<file path="config.mk">
export PLATFORM = sky130hd
export DESIGN_NAME = pipe_stage_skid
export DESIGN_NICKNAME = d
export VERILOG_FILES = /design/src/rtl/pipe_pkg.sv /design/src/rtl/pipe_slot.sv /design/src/rtl/pipe_stage_skid.sv
export SDC_FILE = /design/constraint.sdc
export NUM_CORES = 1
export LEC_CHECK = 0
export BUFFER_PORTS_ARGS = -buffer_cell sky130_fd_sc_hd__buf_2
export CAP_MARGIN = 20
export CORE_ASPECT_RATIO = 0.9
export CORE_UTILIZATION = 45
export DETAILED_ROUTE_END_ITERATION = 16
export PLACE_DENSITY = 0.75
export REMOVE_ABC_BUFFERS = 1
export SETUP_SLACK_MARGIN = 0.3
export SYNTH_ARGS = -nofsm -noshare
export SYNTH_HDL_FRONTEND = slang
export SYNTH_HIERARCHICAL = 1
export SYNTH_SLANG_ARGS = --single-unit
</file>
<file path="constraint.sdc">
create_clock -name Clk -period 2.6 [get_ports Clk]
set_input_delay 0.52 -clock Clk [delete_from_list [all_inputs] [get_ports Clk]]
set_output_delay 0.52 -clock Clk [all_outputs]
set_load 0.02 [all_outputs]
</file>
<file path="src/rtl/pipe_pkg.sv">
// Shared definitions for the pipeline-stage register.
// - pipe_state_e: occupancy state of a stage. The encoding equals the entry count, so the
//   state register drives the occupancy output directly.
// - Per-boundary default control/data widths for the classic 5-stage pipeline.
package pipe_pkg;

  typedef enum logic [1:0] {
    StEmpty = 2'd0,
    StOne   = 2'd1,
    StTwo   = 2'd2
  } pipe_state_e;

  // IF/ID: pc+4 and instruction word; one control bit (unused by the stage itself).
  localparam int unsigned IfIdCtrlW  = 1;
  localparam int unsigned IfIdDataW  = 64;
  // ID/EX: operand a, operand b, immediate, destination register.
  localparam int unsigned IdExCtrlW  = 8;
  localparam int unsigned IdExDataW  = 101;
  // EX/MEM: ALU result, store data, destination register; Wreg, Reg2reg, Wmem.
  localparam int unsigned ExMemCtrlW = 3;
  localparam int unsigned ExMemDataW = 69;
  // MEM/WB: memory data, ALU result, destination register; Wreg, Reg2reg.
  localparam int unsigned MemWbCtrlW = 2;
  localparam int unsigned MemWbDataW = 69;

endpackage

</file>
<file path="src/rtl/pipe_slot.sv">
// One storage entry of a pipeline stage: a control field and a data field.
// Ports:
//   clk, rst_n        clock and asynchronous active-low reset (clears both fields)
//   load              capture in_ctrl/in_data on the next rising edge
//   clear             zero the control field only; data is kept (wins over load)
//   in_ctrl, in_data  values to capture
//   ctrl, data        stored values
module pipe_slot #(
  parameter int unsigned CTRL_W = 2,
  parameter int unsigned DATA_W = 69
) (
  input  logic              clk,
  input  logic              rst_n,
  input  logic              load,
  input  logic              clear,
  input  logic [CTRL_W-1:0] in_ctrl,
  input  logic [DATA_W-1:0] in_data,
  output logic [CTRL_W-1:0] ctrl,
  output logic [DATA_W-1:0] data
);

  always_ff @(posedge clk or negedge rst_n) begin
    if (!rst_n) begin
      ctrl <= '0;
      data <= '0;
    end else if (clear) begin
      ctrl <= '0;
    end else if (load) begin
      ctrl <= in_ctrl;
      data <= in_data;
    end
  end

endmodule

</file>
<file path="src/rtl/pipe_stage_skid.sv">
// Pipeline-stage register with valid/ready handshake, optional 2-entry skid buffer,
// synchronous flush and bubble-safe control gating.
// Ports:
//   Clk, Clrn               clock, asynchronous active-low reset
//   flush                   drop every held entry (a take in the same cycle still completes)
//   in_valid/in_ready       upstream handshake; in_ctrl/in_data upstream payload
//   out_valid/out_ready     downstream handshake; out_ctrl (zero when no entry) / out_data
//   occupancy               number of held entries (0..2)
//   stall_cnt               saturating count of cycles with out_valid & ~out_ready
// SKID=1: head slot M plus skid slot S, in_ready is a register (no path from out_ready).
// SKID=0: head slot only, in_ready = ~out_valid | out_ready.
module pipe_stage_skid
  import pipe_pkg::*;
#(
  parameter int unsigned DATA_W = 69,
  parameter int unsigned CTRL_W = 2,
  parameter int unsigned SKID   = 1,
  parameter int unsigned CNT_W  = 16
) (
  input  logic              Clk,
  input  logic              Clrn,
  input  logic              flush,
  input  logic              in_valid,
  output logic              in_ready,
  input  logic [CTRL_W-1:0] in_ctrl,
  input  logic [DATA_W-1:0] in_data,
  output logic              out_valid,
  input  logic              out_ready,
  output logic [CTRL_W-1:0] out_ctrl,
  output logic [DATA_W-1:0] out_data,
  output logic [1:0]        occupancy,
  output logic [CNT_W-1:0]  stall_cnt
);

  pipe_state_e state_q, state_d;

  logic              accept, take;
  logic              m_load, m_from_s, s_load;
  logic              rdy_q, rdy_d;
  logic [CTRL_W-1:0] m_ctrl, s_ctrl, m_in_ctrl;
  logic [DATA_W-1:0] m_data, s_data, m_in_data;
  logic [CNT_W-1:0]  stall_q, stall_d;

  assign out_valid = (state_q != StEmpty);
  assign accept    = in_valid & in_ready;
  assign take      = out_valid & out_ready;

  // rdy_q is low in reset and rises on the first edge after release in both modes.
  if (SKID != 0) begin : g_rdy_reg
    assign in_ready = rdy_q;
  end else begin : g_rdy_comb
    assign in_ready = rdy_q & (~out_valid | out_ready);
  end

  always_comb begin
    state_d  = state_q;
    m_load   = 1'b0;
    m_from_s = 1'b0;
    s_load   = 1'b0;
    unique case (state_q)
      StEmpty: begin
        if (accept) begin
          state_d = StOne;
          m_load  = 1'b1;
        end
      end
      StOne: begin
        if (accept && take) begin
          m_load = 1'b1;
        end else if (accept) begin
          // Only reachable with SKID=1: SKID=0 never accepts into a full stage without a take.
          state_d = StTwo;
          s_load  = 1'b1;
        end else if (take) begin
          state_d = StEmpty;
        end
      end
      StTwo: begin
        if (take) begin
          state_d  = StOne;
          m_load   = 1'b1;
          m_from_s = 1'b1;
        end
      end
      default: state_d = StEmpty;
    endcase
    // Flush overrides everything; any accept this cycle is discarded.
    if (flush) begin
      state_d  = StEmpty;
      m_load   = 1'b0;
      m_from_s = 1'b0;
      s_load   = 1'b0;
    end
    rdy_d = (SKID != 0) ? (state_d != StTwo) : 1'b1;
  end

  always_comb begin
    stall_d = stall_q;
    if (out_valid && !out_ready && (stall_q != {CNT_W{1'b1}})) begin
      stall_d = stall_q + 1'b1;
    end
  end

  always_ff @(posedge Clk or negedge Clrn) begin
    if (!Clrn) begin
      state_q <= StEmpty;
      rdy_q   <= 1'b0;
      stall_q <= '0;
    end else begin
      state_q <= state_d;
      rdy_q   <= rdy_d;
      stall_q <= stall_d;
    end
  end

  assign m_in_ctrl = m_from_s ? s_ctrl : in_ctrl;
  assign m_in_data = m_from_s ? s_data : in_data;

  pipe_slot #(
    .CTRL_W (CTRL_W),
    .DATA_W (DATA_W)
  ) u_m (
    .clk     (Clk),
    .rst_n   (Clrn),
    .load    (m_load),
    .clear   (flush),
    .in_ctrl (m_in_ctrl),
    .in_data (m_in_data),
    .ctrl    (m_ctrl),
    .data    (m_data)
  );

  if (SKID != 0) begin : g_skid
    pipe_slot #(
      .CTRL_W (CTRL_W),
      .DATA_W (DATA_W)
    ) u_s (
      .clk     (Clk),
      .rst_n   (Clrn),
      .load    (s_load),
      .clear   (flush),
      .in_ctrl (in_ctrl),
      .in_data (in_data),
      .ctrl    (s_ctrl),
      .data    (s_data)
    );
  end else begin : g_no_skid
    assign s_ctrl = '0;
    assign s_data = '0;
  end

  // Gate control so a bubble can never trigger a register-file or memory write.
  assign out_ctrl  = m_ctrl & {CTRL_W{out_valid}};
  assign out_data  = m_data;
  assign occupancy = state_q;
  assign stall_cnt = stall_q;

endmodule

</file>
==> impl_metrics.csv, run 1 <==
group,metric,value,unit
global_route,grt_pass1_wl,24.06,mm
global_route,grt_pass1_vias,4897,
logic_synthesis,synth_area_leaders,"dfrtp_1 (56%), mux2_2 (29%), mux2_4 (4.3%)",
clocking,post_cts_buffers,0,
die,core_area,15600,um2
logic_synthesis,synthFlopType,"dfrtp_1",
layout,fin_area,8987,um2
critical_path,path_cells,"or2_2, and2_1, buf_2",
power_and_ir_drop,switchingPower,2.199,mW
logic_synthesis,synthXorXnorAreaFrac,1.570,%
clocking,cts_tree,"yes",
logic_synthesis,synth_area,7253,um2
critical_path,critPathSlowestCell,"dfrtp_1",
timing,max_slew_margin,53.04,%
logic_synthesis,synth_compound_area_share,0.6900,%
timing,finalHoldViolCount,0,
logic_synthesis,synth.area.mux_share,34.52,%
timing,rsz0062_at_grt,"false",
power_and_ir_drop,swShare,27.67,%
logic_synthesis,synthArstFlopShare,100.0,%
critical_path,cp.required,2.08,ns
critical_path,setup.worst_path.start_class,"register",
critical_path,crit_arrival,1.54,ns
timing,slew_violations,0,
timing,fin_crit,2.063,ns
logic_synthesis,syn_inst,475,
logic_synthesis,synth-seq-cells,161,
power_and_ir_drop,p_int,5.749,mW
routing,vias_per_cell,5.270,
layout,fillers,1264,
layout,area_delta_synth_final,23.91,%
critical_path,cp_top_family,"simple AND/OR/NAND/NOR gates",
timing,fmax,484.8,MHz
clocking,clk_pin_slew,0.06,ns
critical_path,critPathBufInv,1,
routing,drtPass1Iterations,6,
die,core.rowCount,43,
timing,finalCritPeriodShare,79.33,%
routing,routed_wl,15.05,mm
power_and_ir_drop,leakage,4.263,nW
clocking,h-tree-depth,4,
critical_path,worstSetupPathType,"reg2out",
critical_path,cpPeakStageDelay,0.47,ns
power_and_ir_drop,power_frac_clock,35.9,%
logic_synthesis,synthAdderAreaFrac,0.1725,%
clocking,numCtsBuffers,17,
logic_synthesis,synthDistinctLibCells,35,
clocking,cts_hold_buf,0,
global_route,grt_max_degree,62,
routing,drt_iter0_markers,161,
timing,skew,0.005865,ns
die,ios,167,
clocking,cts_buffer_depth,2,
routing,vias,4527,
logic_synthesis,synth_edf_count,0,
die,die_w,135.8,um
logic_synthesis,ys_warn_count,6,
power_and_ir_drop,peakVddDrop,529.3,uV
routing,wl_per_cell,17.52,um
critical_path,crit_fanout,10,
hold_path,worstHoldPathType,"in2async",
outcome,status,"complete, no violations",
global_route,overflow,0,
logic_synthesis,synth_top_area_share,55.55,%
clocking,insertion_delay,0.42,ns
layout,drive_gt1_share,64.94,%
place,gp_congestion,0.7737,
logic_synthesis,synth.largest_area_cell,"dfrtp_1",
logic_synthesis,ys_seq_area_share,55.55,%
logic_synthesis,postSynthAreaPerCell,15.27,um2
critical_path,reg2reg_setup_slack,0.54,ns
logic_synthesis,synth_top_family_by_area,"multiplexers",
routing,ant_nets,0,
place,placed_area,8298,um2
flow_run,maxCapViolCount,0,
power_and_ir_drop,comb_power_share,21.0,%
power_and_ir_drop,p_seq_share,43.1,%
clocking,clock-root-buffer,"clkbuf_16",
critical_path,end_kind,"output port",
die,die_h,122.4,um
place,place_hpwl,10.04,mm
layout,nNetsFinal,720,
die,design.die.area,16630,um2
global_route,antenna_found_initial,1,
global_route,track_usage,19.00,%
critical_path,timing.rr.start,"occupancy[0]$_DFF_PN0_",
layout,fin_util,57.60,%
critical_path,cp.depth,3,
die,initial_utilization,46.49,%
routing,drc,0,
critical_path,worstReg2RegEnd,"u_m/data[9]$_DFFE_PN0P_",
logic_synthesis,synth_simple_gate_area_share,4.537,%
timing,finalSetupViolCount,0,
place,port_buffers,166,
critical_path,reg2regPathDepth,7,
clocking,clock-sinks,161,
timing,worst_slew_pin_slew,0.6990,ns
power_and_ir_drop,power.density,884.4,nW/um2
final cells by class:
| class | instances | area, um2 | area share, % |
|---|---|---|---|
| Antenna cell | 1 | 2.502 | 0.02784 |
| Clock buffer | 19 | 452.9 | 5.040 |
| Clock inverter | 13 | 231.5 | 2.576 |
| Inverter | 2 | 7.507 | 0.08353 |
| Multi-Input combinational cell | 287 | 3027 | 33.68 |
| Sequential cell | 161 | 4029 | 44.83 |
| Tap cell | 202 | 252.7 | 2.812 |
| Timing Repair Buffer | 174 | 984.7 | 10.96 |
power groups by stage:
| stage | Clock, mW | Combinational [mW] | Sequential, mW |
|---|---|---|---|
| global placement | 0 | 1.63 | 3.41 |
| floorplan | 0 | 0.692 | 3.78 |
| detailed placement | 0 | 1.68 | 3.46 |
| finish | 2.85 | 1.67 | 3.42 |
| CTS | 2.92 | 1.70 | 3.43 |
| global route | 3.03 | 1.79 | 3.50 |
cell families after synthesis:
family	count (synthesis)
xor gates and xnor gates	13
muxes	216
buffers and inverters	27
and+or+nand+nor	50
AOI/OAI and AO/OA	7
DFF	161
adders and majority gates	1
routing by layer:
metal / global-route usage, % / routed length [um] / vias to the layer above
met5: 0 / 0 / -
met4: 9.972 / 369 / 0
met3: 4.874 / 791 / 27
met2: 31.28 / 7468 / 120
met1: 22.99 / 6418 / 2329
li1: - / - / 2051
flip-flops by register name, summed over array words and instances (netlist names):
register,flops
g_skid.u_s/data,69
in_ready,1
stall_cnt,16
g_skid.u_s/ctrl,2
u_m/data,69
occupancy,2
u_m/ctrl,2
stage by stage:
stage               total power [mW]  setup slack [ns]  TNS (ns)  hold slack (ns)  std cells
global placement               5.037            0.4060         0           0.4806        826
detailed placement             5.142            0.3420         0           0.4904        826
floorplan                      4.468            -5.858   -423.69           0.2244        450
finish                         7.948            0.5373         0          0.08318        859
global route                   8.315            0.3775         0           0.1206        859
CTS                            8.052            0.4547         0          0.09774        858
placed cells by master (no fill, tap or decap), drive strengths merged:
master    Yosys  layout
and2          2       2
nor3          8       8
nor4b         3       3
diode         0       1
nand2         4       4
dfrtp       161     161
mux2        210     210
nand4         6       6
bufinv        0       6
a31oi         2       2
mux2i         6       6
or3           1       1
nand3         3       3
a21oi         2       2
and3b         2       2
ha            1       1
a41oi         1       1
nor4bb        1       1
nor3b         1       1
nor2         10      10
and3          2       2
o21ba         1       1
o22a          1       1
and4          1       1
buf          25     174
clkinvlp      0       2
xor2         13      13
clkbuf        0      19
clkinv        0       4
nor2b         4       4
nor4          1       1
or2           1       1
inv           2       3
what timing repair did:
action                     in CTS  in global routing
setup endpoints to repair       0                 36
resized for setup               0                  1
hold endpoints to repair        0                  0
synth_stat cells (all sizes together) (3+ instances only):
master / number
buf: 25
dfrtp: 161
mux2: 210
mux2i: 6
nand2: 4
nand3: 3
nand4: 6
nor2: 10
nor2b: 4
nor3: 8
nor4b: 3
xor2: 13
how the worst max path moves through the flow:
stage | startpoint | end | slack (ns)
finish | occupancy[1]$_DFF_PN0_ | out_ctrl[0] | 0.54
global route | occupancy[0]$_DFF_PN0_ | u_m/data[65]$_DFFE_PN0P_ | 0.38
CTS | occupancy[0]$_DFF_PN0_ | u_m/data[9]$_DFFE_PN0P_ | 0.45
detailed placement | flush | u_m/data[66]$_DFFE_PN0P_ | 0.34
global placement | flush | u_m/data[20]$_DFFE_PN0P_ | 0.41
floorplan | flush | u_m/ctrl[0]$_DFFE_PN0P_ | -5.86
No activity file was read; power rests on OpenSTA's default activity.
==> run 2: changes to the inputs <==
==> constraint.sdc (replaced) <==
create_clock -name Clk -period 1.9 [get_ports Clk]
set_input_delay 0.38 -clock Clk [delete_from_list [all_inputs] [get_ports Clk]]
set_output_delay 0.38 -clock Clk [all_outputs]
set_load 0.02 [all_outputs]
==> run 2 against run 1 <==
  * The run now ends with negative setup slack left
  * Via count grew 7.5%
  * Critical path depth is 3 higher
  * Clock power up 15%
  * Total power up 33%
  * Global-route usage grew 1.6 points
  * Critical path type is now reg2reg
  * Critical endpoint is now u_m/data[38]$_DFFE_PN0P_
==> impl_metrics.csv, run 2 (same netlist as run 1, synthesis figures left out) <==
group,metric,value,unit
outcome,status,"finished, violations left",
outcome,violations,"negative setup slack",
layout,nNetsFinal,789,
global_route,antenna_found_initial,0,
critical_path,worstSetupPathType,"reg2reg",
place,placed_area,8498,um2
critical_path,crit_arrival,2.30,ns
power_and_ir_drop,peakVddDrop,893.2,uV
power_and_ir_drop,power.density,1059,nW/um2
die,die_h,122.4,um
die,ios,167,
die,initial_utilization,46.49,%
timing,worst_slack,-0.1008,ns
critical_path,cpPeakStageDelay,0.40,ns
timing,finalSetupTns,-5.973,ns
routing,wl_met2,8.894,mm
layout,fin_area,9962,um2
die,core.rowCount,43,
timing,slew_violations,0,
layout,layout_commonest_cell,"buf_2",
place,gp_congestion,0.8294,
global_route,grt_max_degree,44,
critical_path,cp.required,2.20,ns
critical_path,setup.worst_path.start_class,"register",
critical_path,crit_fanout,6,
timing,max_slew_margin,72.06,%
timing,worst_slew_pin_slew,0.4192,ns
timing,fmax,499.8,MHz
critical_path,critPathBufInv,3,
routing,wl_per_cell,19.38,um
routing,vias,4865,
timing,finalSetupViolCount,117,
timing,fin_crit,2.001,ns
routing,wl_met1,7.874,mm
global_route,overflow,0,
die,design.die.area,16630,um2
routing,drtPass1Iterations,4,
timing,rsz0062_at_grt,"true",
routing,drt_iter0_markers,163,
routing,drc,0,
clocking,insertion_delay,0.42,ns
clocking,clock-sinks,161,
clocking,h-tree-depth,4,
routing,routed.top_layer,"met4",
power_and_ir_drop,leakage,4.748,nW
place,place_hpwl,10.51,mm
layout,area_delta_synth_final,37.35,%
timing,skew,0.008662,ns
die,core_area,15600,um2
flow_run,maxCapViolCount,0,
layout,antenna_cells,0,
layout,most-common-layout-cells,"buf_2 (162), mux2_2 (157), dfrtp_1 (157)",
routing,ant_nets,0,
routing,routed_wl,17.97,mm
timing,finalHoldViolCount,0,
clocking,numCtsBuffers,17,
critical_path,critPathSlowestCell,"dfrtp_1",
clocking,clk_pin_slew,0.06,ns
place,port_buffers,166,
clocking,cts_tree,"yes",
critical_path,cp_top_family,"multiplexers",
critical_path,reg2reg_setup_slack,-0.10,ns
clocking,clock-root-buffer,"clkbuf_16",
layout,drive_gt1_share,70.21,%
routing,route.met3.wl,862,um
critical_path,path_cells,"buf_4, nor4bb_4, buf_4, buf_4, mux2_2, mux2_2",
timing,finalCritPeriodShare,105.3,%
global_route,grt_pass1_wl,25.99,mm
die,die_w,135.8,um
clocking,cts_buffer_depth,2,
routing,vias_per_cell,5.248,
power_and_ir_drop,power,10.55,mW
critical_path,end_kind,"register",
global_route,track_usage,20.59,%
critical_path,crit_path_frequent_cell,"buf_4",
hold_path,worstHoldPathType,"in2reg",
global_route,grt_pass1_vias,5025,
-- run 2: changes by cell type in the layout (fill, tap and decap cells not counted), moves of 7 or more --
cell	previous run	this run
mux2_4	21	53
buf_6	1	9
clkbuf_16	17	24
buf_12	7	15
mux2_2	189	157
buf_4	1	45
-- run 2: cell type report --
| cell class | instances | area, um2 |
|---|---|---|
| sequential | 161 | 4034 |
| clock buffer | 24 | 491.7 |
| multi-input combinational | 287 | 3253 |
| tap | 202 | 252.7 |
| timing repair buffer | 243 | 1846 |
| inverter | 2 | 7.507 |
| clock inverter | 8 | 77.57 |
| fill | 1161 | 5640 |
-- run 2: path summary, 6_finish.rpt --
kind,cells past startpoint,to,startpoint
hold reg to reg,1,u_m/data[39]$_DFFE_PN0P_,u_m/data[39]$_DFFE_PN0P_
setup reg to reg,6,u_m/data[38]$_DFFE_PN0P_,occupancy[0]$_DFF_PN0_
min in group asynchronous,2,stall_cnt[0]$_DFFE_PN0P_,Clrn
hold / removal,2,g_skid.u_s/data[55]$_DFFE_PN0P_,in_data[55]
max in group asynchronous,3,g_skid.u_s/data[42]$_DFFE_PN0P_,Clrn
setup / recovery,6,u_m/data[38]$_DFFE_PN0P_,occupancy[0]$_DFF_PN0_
-- run 2: worst register-to-register path, stage by stage (launching register included) --
cell and delay (ns):
dfrtp_1 0.40, buf_4 0.16, nor4bb_4 0.30, buf_4 0.23, buf_4 0.19, mux2_2 0.35, mux2_2 0.26
-- run 2: per-stage QoR --
| step | setup slack [ns] | instances | util [%] | hold WS, ns |
|---|---|---|---|---|
| 2_1_floorplan | -6.554 | 450 | - | 0.08441 |
| 3_3_place_gp | -0.03166 | 851 | 54.47 | 0.3258 |
| 3_5_place_dp | -0.1329 | 851 | 54.47 | 0.3362 |
| 4_1_cts | -0.06044 | 900 | 60.87 | 0.1863 |
| 5_1_grt | -0.1550 | 927 | 63.85 | 0.1938 |
| 6_report | -0.1008 | 927 | 63.85 | 0.2057 |
-- run 2: metal layers --
layer	GRT usage, %	up-vias
li1	-	2199
met1	25.56	2493
met2	34.63	145
met3	5.659	28
met4	6.812	0
met5	0	-
-- run 2: what timing repair did --
| action | 4_1_cts | 5_1_grt |
|---|---|---|
| gates resized for setup | 51 | 23 |
| hold buffers | 1 | 0 |
| gates cloned | 4 | 10 |
| pin swaps | 14 | 1 |
| buffers inserted | 12 | 17 |
| endpoints found under the setup margin | 152 | 156 |
| endpoints found under the hold margin | 38 | 0 |
-- run 2: power by group --
group / total (mW) / internal (mW) / switching (mW)
registers: 4.68 / 4.22 / 0.464
logic: 2.58 / 1.32 / 1.26
clock network: 3.28 / 1.94 / 1.34
==> run 3: changes to the inputs <==
--- a/config.mk
+++ b/config.mk
@@ -11,7 +11,6 @@
 export CORE_UTILIZATION = 45
 export DETAILED_ROUTE_END_ITERATION = 16
 export PLACE_DENSITY = 0.75
-export REMOVE_ABC_BUFFERS = 1
 export SETUP_SLACK_MARGIN = 0.3
 export SYNTH_ARGS = -nofsm -noshare
 export SYNTH_HDL_FRONTEND = slang
==> constraint.sdc (replaced) <==
create_clock -name Clk -period 1.9 [get_ports Clk]
set_input_delay 0.095 -clock Clk [delete_from_list [all_inputs] [get_ports Clk]]
set_output_delay 0.095 -clock Clk [all_outputs]
set_load 0.02 [all_outputs]
==> run 3 against run 2 <==
  * The run still ends with negative setup slack left
  * Total power is 7.1% higher
  * First-iteration DRC count is 44% higher
  * Register-to-register slack better by 0.04 ns
  * Setup slack better by 0.042 ns
  * Wire length is 11% higher
  * Combinational power is 13% higher
  * Core utilization is 7.8 points higher
  * Sequential share of layout area is 4.3 points lower
  * Largest cell class unchanged
  * Count of clock-buffer cells in the layout is 7 lower
  * Via count is 5.9% higher
  * Critical path type unchanged
  * Global-route usage is 2.8 points higher
==> impl_metrics.csv, run 3 (same netlist as run 1, synthesis figures left out) <==
group,metric,value,unit
global_route,track_usage,23.34,%
die,design.die.area,16630,um2
place,port_buffers,166,
flow_run,maxCapViolCount,0,
outcome,status,"finished, violations left",
die,ios,167,
critical_path,cpPeakStageDelay,0.44,ns
critical_path,reg2reg_setup_slack,-0.06,ns
place,placed_area,8556,um2
timing,holdWs,0.04245,ns
place,gp_congestion,0.7950,
die,core.rowCount,43,
critical_path,crit_arrival,2.27,ns
global_route,antenna_found_initial,0,
layout,layout_commonest_cell,"buf_2",
hold_path,worstHoldPathType,"in2reg",
clocking,cts_buffer_depth,2,
global_route,overflow,0,
clocking,clock-root-buffer,"clkbuf_16",
die,initial_utilization,46.49,%
routing,vias,5152,
timing,rsz0062_at_grt,"true",
layout,nNetsFinal,847,
routing,wl_per_cell,20.24,um
clocking,insertion_delay,0.44,ns
critical_path,setup.worst_path.start_class,"register",
die,core_area,15600,um2
layout,fin_util,71.63,%
timing,fin_crit,1.959,ns
timing,skew,0.01263,ns
die,die_h,122.4,um
timing,slew_violations,0,
place,pre_cts_ws,-0.02596,ns
logic_synthesis,syn_nets,552,
clocking,numCtsBuffers,17,
clocking,clock-sinks,161,
timing,fmax,510.6,MHz
die,die_w,135.8,um
critical_path,path_cells,"nor4bb_4, buf_4, buf_12, buf_12, mux2_2, mux2_2",
critical_path,critPathSlowestCell,"dfrtp_2",
power_and_ir_drop,leakage,5.300,nW
outcome,violations,"negative setup slack",
timing,finalHoldViolCount,0,
routing,drtPass1Iterations,6,
power_and_ir_drop,power.density,1011,nW/um2
clocking,cts_tree,"yes",
power_and_ir_drop,peakVddDrop,728.1,uV
timing,finalSetupViolCount,71,
place,place_hpwl,10.06,mm
clocking,clk_pin_slew,0.07,ns
routing,drc,0,
critical_path,crit_fanout,9,
global_route,grt_max_degree,99,
critical_path,cp.required,2.21,ns
critical_path,worstSetupPathType,"reg2reg",
routing,ant_nets,0,
layout,drive_gt1_share,65.13,%
global_route,grt_pass1_vias,5453,
layout,most-common-layout-cells,"buf_2 (162), dfrtp_1 (148), mux2_4 (143)",
timing,max_slew_margin,65.08,%
global_route,grt_pass1_wl,28.99,mm
place,place_inst,840,
routing,routed_wl,19.96,mm
clocking,h-tree-depth,4,
timing,finalCritPeriodShare,103.1,%
critical_path,end_kind,"register",
layout,area_delta_synth_final,54.08,%
timing,worst_slack,-0.05865,ns
routing,vias_per_cell,5.225,
layout,fin_area,11180,um2
routing,drt_iter0_markers,235,
timing,worst_slew_pin_slew,0.5238,ns
layout,fin_cells,986,
## run 3: cell types whose count changed in the layout (fill, tap and decap cells not counted), moves of 4 or more
cell	previous run	this run
dlygate4sd3_1	1	74
buf_16	4	15
clkbuf_8	4	0
dfrtp_2	4	13
dfrtp_1	157	148
buf_4	45	18
clkbuf_16	24	20
nor3_1	4	0
nor3_2	2	8
mux2_4	53	143
mux2_2	157	67
clkinv_4	1	6
## run 3: final timing paths
| check | start | endpoint | cells after the start |
|---|---|---|---|
| worst max-delay path | occupancy[0]$_DFF_PN0_ | u_m/data[52]$_DFFE_PN0P_ | 6 |
| min in group asynchronous | Clrn | stall_cnt[8]$_DFFE_PN0P_ | 3 |
| worst min register to register | stall_cnt[15]$_DFFE_PN0P_ | stall_cnt[15]$_DFFE_PN0P_ | 1 |
| max in group asynchronous | Clrn | g_skid.u_s/data[38]$_DFFE_PN0P_ | 3 |
| worst max register to register | occupancy[0]$_DFF_PN0_ | u_m/data[52]$_DFFE_PN0P_ | 6 |
| worst min-delay path | out_ready | in_ready$_DFF_PN0_ | 2 |
## run 3: per-stage QoR
stage               power (mW)   TNS [ns]
floorplan                6.212     -1.481
global placement         6.973  -0.009801
detailed placement       7.124    -0.1720
CTS                      11.15    -0.1603
global route             11.73     -9.122
finish                   11.30     -1.429
## run 3: final cells by class
cell class | count | area (um2)
sequential | 161 | 4045
inverter | 2 | 7.507
timing repair buffer | 301 | 2663
antenna | 1 | 2.502
clock inverter | 15 | 198.9
fill | 979 | 4427
multi-input combinational | 287 | 3581
clock buffer | 17 | 425.4
tap | 202 | 252.7
## run 3: repair_timing
action	in CTS	in global routing
endpoints found under the setup margin	146	154
endpoints found under the hold margin	234	0
setup buffers	18	4
hold buffers	74	0
cloned	13	4
resized for setup	115	44
pin swaps	3	5
## run 3: where the power goes
part	total [mW]	switching [mW]	internal, mW
registers	4.77	0.552	4.22
logic	2.92	1.32	1.59
clock network	3.61	1.50	2.11
total	11.3	3.37	7.92
## run 3: worst max-delay path: cells and delay by family, from the launching register on
kind	cells	cell delay [ns]
muxes	2	0.63
and+or+nand+nor	1	0.31
buffers and inverters	3	0.46
DFF	1	0.44
## run 3: metal layers
metal / global-route usage (%) / up-vias / share of wire, %
met5: 0 / - / 0
met4: 9.551 / 0 / 2.4
met2: 41.20 / 168 / 52
met3: 5.535 / 37 / 4.3
li1: - / 2316 / -
met1: 27.21 / 2631 / 41
